==> src/rtl/peri_pkg.sv <==
// Shared register map, bit indices and types for the peripheral-bus UART transmitter.
package peri_pkg;

    localparam logic [1:0] PERI_DATA   = 2'd0;
    localparam logic [1:0] PERI_STATUS = 2'd1;
    localparam logic [1:0] PERI_BAUD   = 2'd2;
    localparam logic [1:0] PERI_CTRL   = 2'd3;

    localparam int ST_BUSY  = 0;
    localparam int ST_FULL  = 1;
    localparam int ST_EMPTY = 2;
    localparam int ST_OVF   = 3;

    localparam int CTRL_TX_EN  = 0;
    localparam int CTRL_IRQ_EN = 1;
    localparam int CTRL_ODD    = 2;

    typedef enum logic [2:0] {
        IDLE   = 3'd0,
        START  = 3'd1,
        DATA   = 3'd2,
        PARITY = 3'd3,
        STOP   = 3'd4
    } uart_state_t;

    typedef struct packed {
        logic        we;
        logic        re;
        logic [1:0]  addr;
        logic [15:0] wdata;
    } peri_req_t;

endpackage

==> src/rtl/peri_sync_fifo.sv <==
// Synchronous first-word-fall-through FIFO; a pop on a full FIFO frees room for a same-cycle push.
module peri_sync_fifo #(
    parameter int WIDTH = 8,
    parameter int DEPTH = 4
) (
    input  logic                     CLOCK_50,
    input  logic                     reset_bar,
    input  logic                     push,
    input  logic                     pop,
    input  logic [WIDTH-1:0]         din,
    output logic [WIDTH-1:0]         dout,
    output logic                     full,
    output logic                     empty,
    output logic [$clog2(DEPTH):0]   count
);

    localparam int AW = $clog2(DEPTH);

    logic [DEPTH-1:0][WIDTH-1:0] mem;
    logic [AW-1:0]               wr_ptr, rd_ptr;
    logic                        do_push, do_pop;

    assign full    = (count == (AW+1)'(DEPTH));
    assign empty   = (count == '0);
    assign do_pop  = pop & ~empty;
    assign do_push = push & (~full | do_pop);
    assign dout    = mem[rd_ptr];

    always_ff @(posedge CLOCK_50) begin
        if (do_push) mem[wr_ptr] <= din;
    end

    // Pointers are AW bits wide so they wrap modulo DEPTH on their own.
    always_ff @(posedge CLOCK_50 or negedge reset_bar) begin
        if (!reset_bar) begin
            wr_ptr <= '0;
            rd_ptr <= '0;
            count  <= '0;
        end else begin
            if (do_push) wr_ptr <= wr_ptr + 1'b1;
            if (do_pop)  rd_ptr <= rd_ptr + 1'b1;
            case ({do_push, do_pop})
                2'b10:   count <= count + 1'b1;
                2'b01:   count <= count - 1'b1;
                default: ;
            endcase
        end
    end

endmodule

==> src/rtl/peri_uart_tx.sv <==
// Memory-mapped 8N1 UART transmitter on the peripheral bus.
// Define PERI_UART_PARITY_EN to add a parity bit (even, or odd when CTRL[2]=1).
module peri_uart_tx
    import peri_pkg::*;
#(
    parameter int          FIFO_DEPTH       = 4,
    parameter logic [15:0] DEFAULT_BAUD_DIV = 16'd433
) (
    input  logic        CLOCK_50,
    input  logic        reset_bar,
    input  logic        bus_clk_en,
    input  logic [1:0]  bus_addr,
    input  logic [15:0] bus_wdata,
    input  logic        bus_we,
    input  logic        bus_re,
    output logic [15:0] bus_rdata,
    output logic        bus_ack,
    output logic        irq,
    output logic        tx
);

`ifdef PERI_UART_PARITY_EN
    localparam bit         PAR_EN     = 1'b1;
    localparam logic [2:0] CTRL_WMASK = 3'b111;
`else
    localparam bit         PAR_EN     = 1'b0;
    localparam logic [2:0] CTRL_WMASK = 3'b011;
`endif
    localparam int CW = $clog2(FIFO_DEPTH) + 1;

    peri_req_t   req;
    logic        accept, wr, rd;
    logic [15:0] baud;
    logic [2:0]  ctrl;
    logic        ovf, ovf_set, ovf_clr;
    logic        push, pop, full, empty;
    logic [7:0]  fifo_dout;
    logic [CW-1:0] count;
    logic [15:0] status, rd_mux;

    uart_state_t state;
    logic [15:0] cnt;
    logic [2:0]  bitcnt;
    logic [7:0]  shreg;
    logic        par_bit, bit_end, go;

    assign req    = {bus_we, bus_re, bus_addr, bus_wdata};
    assign accept = bus_clk_en & (req.we | req.re);
    assign wr     = accept & req.we;
    assign rd     = accept & req.re & ~req.we;

    assign push    = wr & (req.addr == PERI_DATA);
    assign ovf_set = push & full & ~pop;
    assign ovf_clr = wr & (req.addr == PERI_STATUS) & req.wdata[ST_OVF];

    assign bit_end = (cnt == 16'd0);
    assign go      = ctrl[CTRL_TX_EN] & ~empty;
    // Loading a new frame happens from IDLE or at the last edge of STOP.
    assign pop     = go & ((state == IDLE) | ((state == STOP) & bit_end));

    peri_sync_fifo #(.WIDTH(8), .DEPTH(FIFO_DEPTH)) u_fifo (
        .CLOCK_50  (CLOCK_50),
        .reset_bar (reset_bar),
        .push      (push),
        .pop       (pop),
        .din       (req.wdata[7:0]),
        .dout      (fifo_dout),
        .full      (full),
        .empty     (empty),
        .count     (count)
    );

    always_comb begin
        status           = '0;
        status[ST_BUSY]  = (state != IDLE);
        status[ST_FULL]  = full;
        status[ST_EMPTY] = empty;
        status[ST_OVF]   = ovf;
        status[7:4]      = 4'(count);
        case (req.addr)
            PERI_STATUS: rd_mux = status;
            PERI_BAUD:   rd_mux = baud;
            PERI_CTRL:   rd_mux = {13'd0, ctrl};
            default:     rd_mux = 16'd0;
        endcase
    end

    always_ff @(posedge CLOCK_50 or negedge reset_bar) begin
        if (!reset_bar) begin
            baud      <= DEFAULT_BAUD_DIV;
            ctrl      <= '0;
            ovf       <= 1'b0;
            bus_ack   <= 1'b0;
            bus_rdata <= '0;
            irq       <= 1'b0;
        end else begin
            bus_ack <= accept;
            if (rd) bus_rdata <= rd_mux;
            if (wr && req.addr == PERI_BAUD) baud <= req.wdata;
            if (wr && req.addr == PERI_CTRL) ctrl <= req.wdata[2:0] & CTRL_WMASK;
            // A drop in the same cycle as a clear keeps the flag set.
            ovf <= (ovf & ~ovf_clr) | ovf_set;
            irq <= ctrl[CTRL_IRQ_EN] & empty & (state == IDLE);
        end
    end

    // cnt reloads from BAUD at every bit boundary, so BAUD edits land on the next bit.
    always_ff @(posedge CLOCK_50 or negedge reset_bar) begin
        if (!reset_bar) begin
            state   <= IDLE;
            cnt     <= '0;
            bitcnt  <= '0;
            shreg   <= '0;
            par_bit <= 1'b0;
            tx      <= 1'b1;
        end else if (pop) begin
            state   <= START;
            tx      <= 1'b0;
            cnt     <= baud;
            shreg   <= fifo_dout;
            par_bit <= (^fifo_dout) ^ ctrl[CTRL_ODD];
        end else if (state != IDLE) begin
            if (!bit_end) begin
                cnt <= cnt - 1'b1;
            end else begin
                cnt <= baud;
                case (state)
                    START: begin
                        state  <= DATA;
                        bitcnt <= '0;
                        tx     <= shreg[0];
                        shreg  <= shreg >> 1;
                    end
                    DATA: begin
                        if (bitcnt == 3'd7) begin
                            if (PAR_EN) begin
                                state <= PARITY;
                                tx    <= par_bit;
                            end else begin
                                state <= STOP;
                                tx    <= 1'b1;
                            end
                        end else begin
                            bitcnt <= bitcnt + 1'b1;
                            tx     <= shreg[0];
                            shreg  <= shreg >> 1;
                        end
                    end
                    PARITY: begin
                        state <= STOP;
                        tx    <= 1'b1;
                    end
                    default: state <= IDLE;
                endcase
            end
        end
    end

endmodule
==> config.mk <==
export PLATFORM = sky130hd
export DESIGN_NAME = peri_uart_tx
export DESIGN_NICKNAME = d
export VERILOG_FILES = /design/src/rtl/peri_pkg.sv /design/src/rtl/peri_sync_fifo.sv /design/src/rtl/peri_uart_tx.sv
export SDC_FILE = /design/constraint.sdc
export NUM_CORES = 1
export LEC_CHECK = 0
export CORE_MARGIN = 3
export CORE_UTILIZATION = 50
export DETAILED_ROUTE_END_ITERATION = 16
export PLACE_DENSITY = 0.79
export SLEW_MARGIN = 20
export SYNTH_ARGS = -nofsm -noshare
export SYNTH_HDL_FRONTEND = slang
export SYNTH_SLANG_ARGS = --single-unit
==> constraint.sdc <==
create_clock -name CLOCK_50 -period 3.15 [get_ports CLOCK_50]
set_clock_uncertainty 0.15 [all_clocks]
set_input_delay 0.315 -clock CLOCK_50 [delete_from_list [all_inputs] [get_ports CLOCK_50]]
set_output_delay 0.315 -clock CLOCK_50 [all_outputs]
set_load 0.01 [all_outputs]
==> summary.md <==
| Metric | Value |
|---|---|
| Final wirelength | `about 11000 um` |
| Die H | `106 um` |
| Drt pass-1 iters | `5` |
| Synthesis-stage register bit count | `~110` |
| Max stage delay cell, worst path | `dfrtp_1` |
| Global-route wire length before repair | `18400 um` |
| Mapped Avg Cell Area | `approximately 12 sq um` |
| Num Clock Sinks | `between 100 and 150` |
| FFs w/ async S/R, synth | `0.701` |
| Most frequent cells after synthesis | `dfrtp_1, nand2_1, o21ai_0, edfxtp_1, mux2_2` |
| Clk Latency, worst-skew pair | `approximately 0.37 ns` |
| Synth cell types | `slightly above 60` |
| Crit path kind | `register to register` |
| Syn_nets | `455` |
| Cell mode on critical path | `inv_1` |
| Total number of vias | `3506` |
| CP Data Required Time | `3.26 ns` |
| FP Rows | `35` |
| Top-count cell post-synth | `dfrtp_1` |
| Startpoint Class | `register` |
| Worst Hold Launch | `tx$_DFFE_PN1P_` |
| WP data arrival | `about 2.9 ns` |
| Share of the synthesized area in the top cell type | `0.345` |
| Area contributors post-synth | `dfrtp_1, edfxtp_1, mux2_2` |
| Hold worst-path end | `tx$_DFFE_PN1P_` |
| Setup slack, reg-to-reg | `0.33 ns` |
| Total power | `between 0.004 and 0.005 W` |
| Area growth syn-to-layout | `15.8%` |
| Worst-path clk slew | `roughly 0.11 ns` |
| Post-synthesis sequential area ratio | `0.569` |
| GR Util All Layers | `0.209` |
| Area leader, netlist | `dfrtp_1` |
| Syn Std Cell Area | `about 5000 sq um` |
| Crit share post-route | `0.894` |
| Family with the most delay on the worst path | `simple AND/OR/NAND/NOR gates` |
| Hpwl dp | `approximately 7700 um` |
| R2r endpoint | `u_fifo.count[2]$_DFFE_PN0P_` |
| Main synth FF type | `dfrtp_1` |
| IO Pins | `42` |
| Via/cell ratio | `roughly 5.8` |
| Peak fanout along the critical path | `4` |
| Longest Clk Path Bufs | `2` |
| Ant diodes | `0` |
| Max Clk Rate | `~350 MHz` |
| Slew HR | `0.382` |
| Die X | `between 100 and 150 um` |
| H-tree Lvls | `3` |
| Vias in the first global route | `around 3600` |
| Syn Inst Count | `423` |
| Slowest stage delay, CP | `a little over 0.4 ns` |
| Status | `completed` |
| Largest vdd supply drop | `about 420 uV` |
| Max Cap Viol | `0` |
| Worst Tran Pin Value | `a little over 0.9 ns` |
| 1st-iter DRT viols | `between 200 and 250` |
| Final setup fails | `0` |
| Non-Filler Instances | `a little over 600` |
| Routed wire per std cell | `~18 um` |
| Area of the multi-input gates | `between 2000 and 2500 sq um` |
| Nature of the critical path endpoint | `register` |
| Gr ovfl total | `0` |
| Crit path cell chain | `inv_1 -> ha_1 -> nor3b_1 -> and3_1 -> nand2_2 -> a311oi_4 -> inv_1 -> ha_1 -> inv_1 -> fa_1 -> xor2_1 -> nor2_1 -> xor2_1` |
| # placed instances | `about 590` |
| RSZ-0062 raised after global routing | `no` |
| Hold Path Class | `register to register` |
| Leak pwr | `approximately 2.3 nW` |
| Number of gates resized after cts | `0` |
| Layout cell share with drive strength beyond 1 | `0.168` |
| Reg2reg start | `cnt[0]$_DFFE_PN0P_` |
| Reg area | `2850 sq um` |
| Initial antenna violation count | `0` |
| Full die area | `roughly 11000 sq um` |
| Final Wtd Congestion | `around 0.85` |
| Reg2reg path depth | `13` |
| Crit path buf inv count | `3` |
| Final Hold Vio Count | `0` |
| CTS tree | `built` |
| Post-synth EDFFs | `32` |
| PortBufs | `between 40 and 50` |
| Filler cells | `between 700 and 800` |
| WHS Path Cells | `1` |
| P per Cell Area | `roughly 760 nW/um^2` |
| Fin. max-slew vios | `0` |
| Nets | `between 500 and 600` |
| Detail Route Antenna Nets | `0` |
| Final TNS setup | `0 ns` |
| Core area | `between 9000 and 10000 sq um` |
| Largest net degree at the start of global routing | `76` |
| Starting density of the core | `0.527` |
| Minimum clock period | `around 2.8 ns` |
| Post-route DRC | `0` |
| Clk Tree Root Cell | `clkbuf_8` |
| Buffer count from post-CTS setup fixing | `0` |
| Yosys Warn Count | `0` |
| CTS buffer count | `9` |
-- report_power, final --
| group | total [W] | internal, W | switching (W) |
|---|---|---|---|
| Sequential | 0.00211 | 0.00174 | 0.000369 |
| Clock | 0.000835 | 0.000314 | 0.000521 |
| Combinational | 0.00144 | 0.000719 | 0.000723 |
-- what timing repair did --
item                                    CTS  global route
endpoints found under the hold margin    69             0
endpoints found under the setup margin    0             0
hold buffers                              1             0
-- metal layers --
layer,share of wire,global-route usage,vias to the layer above
li1,-,-,1656
met1,0.46,0.308,1724
met2,0.48,0.321,113
met3,0.054,0.0340,13
met4,0.015,0.0583,0
met5,0,0,-
-- through the flow --
stage	cell area, sq um	worst slack, ns	hold WS, ns	utilization
6_report	5800	0.333	0.349	0.610
4_1_cts	5800	0.368	0.348	0.610
5_1_grt	5800	0.104	0.368	0.610
2_1_floorplan	5000	0.127	-0.131	-
3_5_place_dp	5590	0.374	0.329	0.588
3_3_place_gp	5590	0.490	0.317	0.588
-- area by class of cell --
cell class                 count  area share
sequential                   107       0.491
multi-input combinational    280       0.345
timing repair buffer          58      0.0928
tap                          129      0.0278
clock buffer                   9      0.0214
clock inverter                 7      0.0127
inverter                      14     0.00906
-- flip-flops by register name, indices dropped and copies added, names as in the netlist --
register / flops
bitcnt: 3
tx: 1
baud: 16
ovf: 1
state: 3
irq: 1
cnt: 16
u_fifo.wr_ptr: 2
ctrl: 2
shreg: 8
bus_rdata: 16
bus_ack: 1
u_fifo.rd_ptr: 2
u_fifo.mem: 32
u_fifo.count: 3
-- layout by cell type (no fill, tap or decap), types with 3 or more instances in the layout --
cell / instances
a21oi_1: 7
clkdlybuf4s50_1: 40
nor2_1: 17
mux2_2: 18
ha_1: 8
nand2_1: 47
o31ai_1: 7
and3_1: 4
nand3_1: 4
and3_2: 3
o21ai_1: 8
a2bb2oi_1: 7
a221o_1: 5
and2_1: 6
xor2_1: 4
a22oi_1: 9
nand2b_1: 8
or3_1: 5
o2bb2ai_1: 5
clkbuf_8: 9
o21ai_0: 33
nor3_1: 16
dfrtp_1: 69
o22ai_1: 3
edfxtp_1: 32
buf_4: 17
mux2i_1: 8
mux4_2: 8
dfstp_2: 6
inv_1: 14
nor4_1: 5
-- how the worst max path moves through the flow --
stage	start	end	slack, ns	cells past startpoint
after floorplan	cnt[0]$_DFFE_PN0P_	u_fifo.count[2]$_DFFE_PN0P_	0.13	14
after global placement	cnt[10]$_DFFE_PN0P_	u_fifo.count[2]$_DFFE_PN0P_	0.49	11
after detailed placement	cnt[0]$_DFFE_PN0P_	u_fifo.count[2]$_DFFE_PN0P_	0.37	13
after CTS	cnt[0]$_DFFE_PN0P_	u_fifo.count[2]$_DFFE_PN0P_	0.37	13
after global routing	cnt[0]$_DFFE_PN0P_	u_fifo.count[2]$_DFFE_PN0P_	0.10	13
final	cnt[0]$_DFFE_PN0P_	u_fifo.count[2]$_DFFE_PN0P_	0.33	13
-- kinds of logic after synthesis --
family,count (synthesis),share of synthesized area
compound gates,100,0.137
xor+xnor,6,0.0105
fa+ha+maj,9,0.0240
buf+inv,36,0.0312
flops,107,0.569
mux,35,0.0947
simple gates,130,0.134
Note: power is estimated with default switching activity, not from simulation.
